### src/rtl/br_port_arbiter.sv
// br_port_arbiter
//   Shares the single register-bank port set between requester A (CPU
//   datapath) and requester B (loader/debug). Round-robin arbitration with
//   an optional bounded lock, valid/ready handshake per side, and a
//   registered read response one cycle after acceptance.
//
// Ports
//   clk, rst_n              clock, synchronous active-low reset
//   a_* / b_*               requester A / B: valid, ready, lock, we,
//                           ra1, ra2, wa, wd in; rsp_valid, dr1, dr2 out
//   RA1, RA2, WA, Din       bank addresses / write data (muxed from grantee)
//   RegWrite                bank write enable
//   DR1, DR2                bank combinational read data
//
// Build option
//   BR_R0_PROTECT_EN  when defined, register 0 reads as zero and writes to
//                     it are accepted but never reach the bank.
module br_port_arbiter #(
  parameter int unsigned DW       = 32,
  parameter int unsigned AW       = 5,
  parameter int unsigned MAX_LOCK = 8
) (
  input  logic          clk,
  input  logic          rst_n,
  input  logic          a_valid,
  output logic          a_ready,
  input  logic          a_lock,
  input  logic          a_we,
  input  logic [AW-1:0] a_ra1,
  input  logic [AW-1:0] a_ra2,
  input  logic [AW-1:0] a_wa,
  input  logic [DW-1:0] a_wd,
  output logic          a_rsp_valid,
  output logic [DW-1:0] a_dr1,
  output logic [DW-1:0] a_dr2,
  input  logic          b_valid,
  output logic          b_ready,
  input  logic          b_lock,
  input  logic          b_we,
  input  logic [AW-1:0] b_ra1,
  input  logic [AW-1:0] b_ra2,
  input  logic [AW-1:0] b_wa,
  input  logic [DW-1:0] b_wd,
  output logic          b_rsp_valid,
  output logic [DW-1:0] b_dr1,
  output logic [DW-1:0] b_dr2,
  output logic [AW-1:0] RA1,
  output logic [AW-1:0] RA2,
  output logic [AW-1:0] WA,
  output logic [DW-1:0] Din,
  output logic          RegWrite,
  input  logic [DW-1:0] DR1,
  input  logic [DW-1:0] DR2
);

  localparam int unsigned CW = $clog2(MAX_LOCK + 1);

  typedef enum logic [1:0] {IDLE, OWN_A, OWN_B} state_t;

  state_t        state;
  logic          last_b;     // 1: last grant went to B
  logic [CW-1:0] lock_cnt;
  logic [CW-1:0] lock_cnt_nxt;
  logic          grant_a, grant_b;
  logic          acc_a, acc_b;
  logic          we_raw;
  logic [DW-1:0] rd1, rd2;

  // lock_cnt counts consecutive grants to the current owner while the other
  // side is waiting; a fresh round-robin grant to a locking side counts as
  // the first of those, so the owner gets MAX_LOCK grants in a row in total.
  always_comb begin
    grant_a      = 1'b0;
    grant_b      = 1'b0;
    lock_cnt_nxt = '0;
    if (a_valid && !b_valid) begin
      grant_a = 1'b1;
    end else if (b_valid && !a_valid) begin
      grant_b = 1'b1;
    end else if (a_valid && b_valid) begin
      if (state == OWN_A && a_lock && lock_cnt < CW'(MAX_LOCK)) begin
        grant_a      = 1'b1;
        lock_cnt_nxt = lock_cnt + CW'(1);
      end else if (state == OWN_B && b_lock && lock_cnt < CW'(MAX_LOCK)) begin
        grant_b      = 1'b1;
        lock_cnt_nxt = lock_cnt + CW'(1);
      end else begin
        grant_a      = last_b;
        grant_b      = !last_b;
        lock_cnt_nxt = (last_b ? a_lock : b_lock) ? CW'(1) : '0;
      end
    end
  end

  // Gating with rst_n keeps the bank untouched while reset is held.
  assign acc_a   = grant_a & rst_n;
  assign acc_b   = grant_b & rst_n;
  assign a_ready = acc_a;
  assign b_ready = acc_b;

  always_comb begin
    RA1    = '0;
    RA2    = '0;
    WA     = '0;
    Din    = '0;
    we_raw = 1'b0;
    if (acc_a) begin
      RA1    = a_ra1;
      RA2    = a_ra2;
      WA     = a_wa;
      Din    = a_wd;
      we_raw = a_we;
    end else if (acc_b) begin
      RA1    = b_ra1;
      RA2    = b_ra2;
      WA     = b_wa;
      Din    = b_wd;
      we_raw = b_we;
    end
  end

`ifdef BR_R0_PROTECT_EN
  assign RegWrite = we_raw & (WA != '0);
  assign rd1      = (RA1 == '0) ? '0 : DR1;
  assign rd2      = (RA2 == '0) ? '0 : DR2;
`else
  assign RegWrite = we_raw;
  assign rd1      = DR1;
  assign rd2      = DR2;
`endif

  always_ff @(posedge clk) begin
    if (!rst_n) begin
      state       <= IDLE;
      last_b      <= 1'b1;
      lock_cnt    <= '0;
      a_rsp_valid <= 1'b0;
      b_rsp_valid <= 1'b0;
      a_dr1       <= '0;
      a_dr2       <= '0;
      b_dr1       <= '0;
      b_dr2       <= '0;
    end else begin
      lock_cnt <= lock_cnt_nxt;
      if (grant_a) begin
        state  <= OWN_A;
        last_b <= 1'b0;
      end else if (grant_b) begin
        state  <= OWN_B;
        last_b <= 1'b1;
      end else begin
        state  <= IDLE;
      end
      // Captured before the bank write lands, so this is pre-write data.
      a_rsp_valid <= acc_a;
      b_rsp_valid <= acc_b;
      if (acc_a) begin
        a_dr1 <= rd1;
        a_dr2 <= rd2;
      end
      if (acc_b) begin
        b_dr1 <= rd1;
        b_dr2 <= rd2;
      end
    end
  end

endmodule
### config.mk
export PLATFORM = sky130hd
export DESIGN_NAME = br_port_arbiter
export DESIGN_NICKNAME = d
export VERILOG_FILES = /design/src/rtl/br_port_arbiter.sv
export SDC_FILE = /design/constraint.sdc
export NUM_CORES = 1
export LEC_CHECK = 0
export CAP_MARGIN = 10
export CORE_MARGIN = 5
export CORE_UTILIZATION = 34
export CTS_CLUSTER_SIZE = 8
export DETAILED_ROUTE_END_ITERATION = 8
export PLACE_DENSITY = 0.81
export REMOVE_ABC_BUFFERS = 1
export SETUP_SLACK_MARGIN = 0.2
export SYNTH_ARGS = -nofsm -noshare
export SYNTH_HDL_FRONTEND = slang
export SYNTH_SLANG_ARGS = --single-unit
### constraint.sdc
create_clock -name clk -period 1.85 [get_ports clk]
set_clock_uncertainty 0.15 [all_clocks]
set_input_delay 0.2775 -clock clk [delete_from_list [all_inputs] [get_ports clk]]
set_output_delay 0.2775 -clock clk [all_outputs]
set_load 0.005 [all_outputs]
==> run metrics <==
RSZ-0062 raised after global routing true; grt ovf 0; failing checks negative setup slack; synthesized cell area 0.00583 mm^2; Leakage 5.55 nW; post-DP HPWL 16.4 mm; Worst-Skew Late Latency 0.43 ns; CP bufs+invs 6; Avg WL per Cell 21.3 um; minimum clock period 2.53 ns; Worst Tran Pin Value 0.648 ns; Area Overhead vs Synth 94.9%; Util after Layout 68.0%; DIE AREA 0.0199 mm^2; vias in the first global route 6524; Reg-to-Reg Start lock_cnt[3]$_SDFF_PP0_; Final Hold Viols 0; post-synthesis sequential area ratio 47.0%; initial antenna violation count 4; crit path DAT 2.10 ns; clock power share 41.7%; Register-to-Register Setup Slack -0.26 ns; area leader, netlist dfxtp_1; pwr dens 790 mW/mm^2; Comb power frac 21.9%; dpl ws -1.10 ns; top-count cell post-synth nand2_1; largest net degree at the start of global routing 157; EDFF count, synth 0; Power Total 8.98 mW; maximum clock insertion buffer count 2; worst hold path type input pin to register; final worst path period share 137%; DRT Wirelength 27.5 mm; hold slack 0.0312 ns; # Max-Cap Violations 0; overall routing resource usage 24.4%; async set-reset flop share out of synthesis 0%; most area-consuming cells after synthesis dfxtp_1 (47%), nand2_1 (12%), mux2i_1 (11%); Slew Limit Headroom 56.8%; Die H 141 um; FILL cells 1274; Placed Area 0.00963 mm^2; drt via density 5.23; flops & latches, synth 137; WP data required 1.42 ns; Seq pwr share 36.4%; post-synthesis average cell area 8.64 um^2; Max Slew Vio Count 0; outcome complete, but fails checks; synth unique cells 29; Root Buffer clkbuf_16; 1st-pass router iterations 5; CP cell instances dlygate4sd2_1, inv_1, ha_2, inv_1, a32o_2, or2_4, buf_12, buf_6, a32o_1, buf_2; endpoint type of the worst setup path primary output; CP Launch Type input pin; via count 6763; synth cell count leaders nand2_1 (194), dfxtp_1 (137), o21ai_0 (115); H-tree depth 4; Finished Cell Area 0.0114 mm^2; CP peak stage delay 0.30 ns; layout cells sized above 1 23.2%; Worst-path clk slew 0.06 ns; share of the synthesized area in the top cell type 47.0%; post-route ant nets 0; Post-synth top flop dfxtp_1; Gate Count Post-Synth 675; Residual DRC 0; Ys Warns 0; CTS tree done; die outline width 141 um; Final nets 1226; max frequency 395 MHz; CTS sink cnt 137; setup slack after layout -0.681 ns; first-pass GRT wire length 37.5 mm; count of boundary I/O pins 346; CTS buffer count 17; critical path class input pin to primary output; CP max stage cell or2_4; Setup crit start b_valid; switching pwr 2.23 mW; Std-Cell Rows 47; crit path max fanout 7; cell family with most CP delay buffers and inverters; Final setup viols 172; core area 0.0167 mm^2; Detailed Route Iter0 Violations 427; gp weighted congestion 0.872; switching share of total power 24.8%; Initial Utilization 34.9%; PortBufs 345; crit-path most repeated cell inv_1; Cell Int Power 6.76 mW; maximum VDD drop 0.561 mV; Hold Crit Start rst_n
[state kept, by name (all words and copies together), names as in the netlist]
signal,flops
a_dr1,32
a_dr2,32
a_rsp_valid,1
b_dr1,32
b_dr2,32
b_rsp_valid,1
last_b,1
lock_cnt,4
state,2
[metrics by stage]
step	instances	setup TNS [ns]
6_report	1293	-49.13
5_1_grt	1293	-59.03
4_1_cts	1269	-36.74
3_5_place_dp	1205	-136.27
3_3_place_gp	1205	-128.46
2_1_floorplan	608	-624.20
[cells in the final DEF (no fill, tap or decap), drive strengths merged, types with 2 or more instances in the layout]
| cell type | n |
|---|---|
| a21oi | 2 |
| a32o | 49 |
| and2 | 5 |
| buf | 125 |
| bufinv | 5 |
| clkbuf | 29 |
| clkdlybuf4s50 | 162 |
| clkinv | 3 |
| clkinvlp | 3 |
| dfxtp | 137 |
| diode | 5 |
| dlygate4sd2 | 107 |
| dlymetal6s2s | 25 |
| ha | 5 |
| inv | 3 |
| mux2i | 64 |
| nand2 | 194 |
| nand2b | 2 |
| nand3b | 4 |
| nor2b | 2 |
| o21ai | 128 |
| or2 | 3 |
[final cells by class]
type	count	area [um^2]	share of cell area [%]
repair buffers	428	4570	40.2
inverters	3	11.3	0.0991
flip-flops and latches	137	2760	24.3
diodes	5	12.5	0.110
clock inverters	11	195	1.72
multi-input cells	468	3090	27.2
clock buffers	21	450	3.96
well taps	220	275	2.42
[what timing repair did]
item / in CTS / in global routing
setup endpoints to repair: 312 / 209
pin swaps: 35 / 56
setup buffers: 20 / 7
hold buffers: 0 / 0
gates resized for setup: 400 / 138
cloned: 12 / 12
[worst reg2reg max path, cell delays in order (launching register included)]
cell,delay (ns)
dfxtp_2,0.33
nand3b_1,0.18
a32o_2,0.24
or2_4,0.30
buf_12,0.16
clkbuf_16,0.14
buf_4,0.13
buf_8,0.14
buf_16,0.15
o21ai_1,0.12
[power by group through the flow]
stage | clock network, mW | logic (mW) | registers (mW)
2_1_floorplan | 0 | 0.492 | 3.34
3_3_place_gp | 0 | 1.65 | 3.32
3_5_place_dp | 0 | 1.67 | 3.33
6_report | 3.75 | 1.97 | 3.27
5_1_grt | 3.93 | 2.08 | 3.29
4_1_cts | 3.77 | 1.78 | 3.26
[final timing paths]
check / end / depth (start not counted)
worst max-delay path: Din[8] / 10
worst min-delay path: last_b$_SDFFE_PN1P_ / 3
worst max register to register: b_dr2[1]$_SDFFE_PN0N_ / 9
worst min register to register: b_dr2[1]$_SDFFE_PN0N_ / 2
[logic make-up after synthesis]
family | count (synthesis) | share of synthesized area, %
AND/OR/NAND/NOR | 214 | 14.9
multiplexers | 64 | 11.0
flip-flops | 137 | 47.0
buffers and inverters | 70 | 5.51
XOR/XNOR | 1 | 0.150
adder cells (fa/ha/maj) | 5 | 1.07
AO/OA/AOI/OAI | 184 | 20.3
[routing by layer]
metal  vias to the layer above  track usage (%)  wire length, um
li1                       3137                -                -
met1                      3239             26.8            10600
met2                       332             43.7            14000
met3                        55             7.25             2030
met4                         0             9.99              894
met5                         -                0                0
Power figures use the tool's default switching activity.
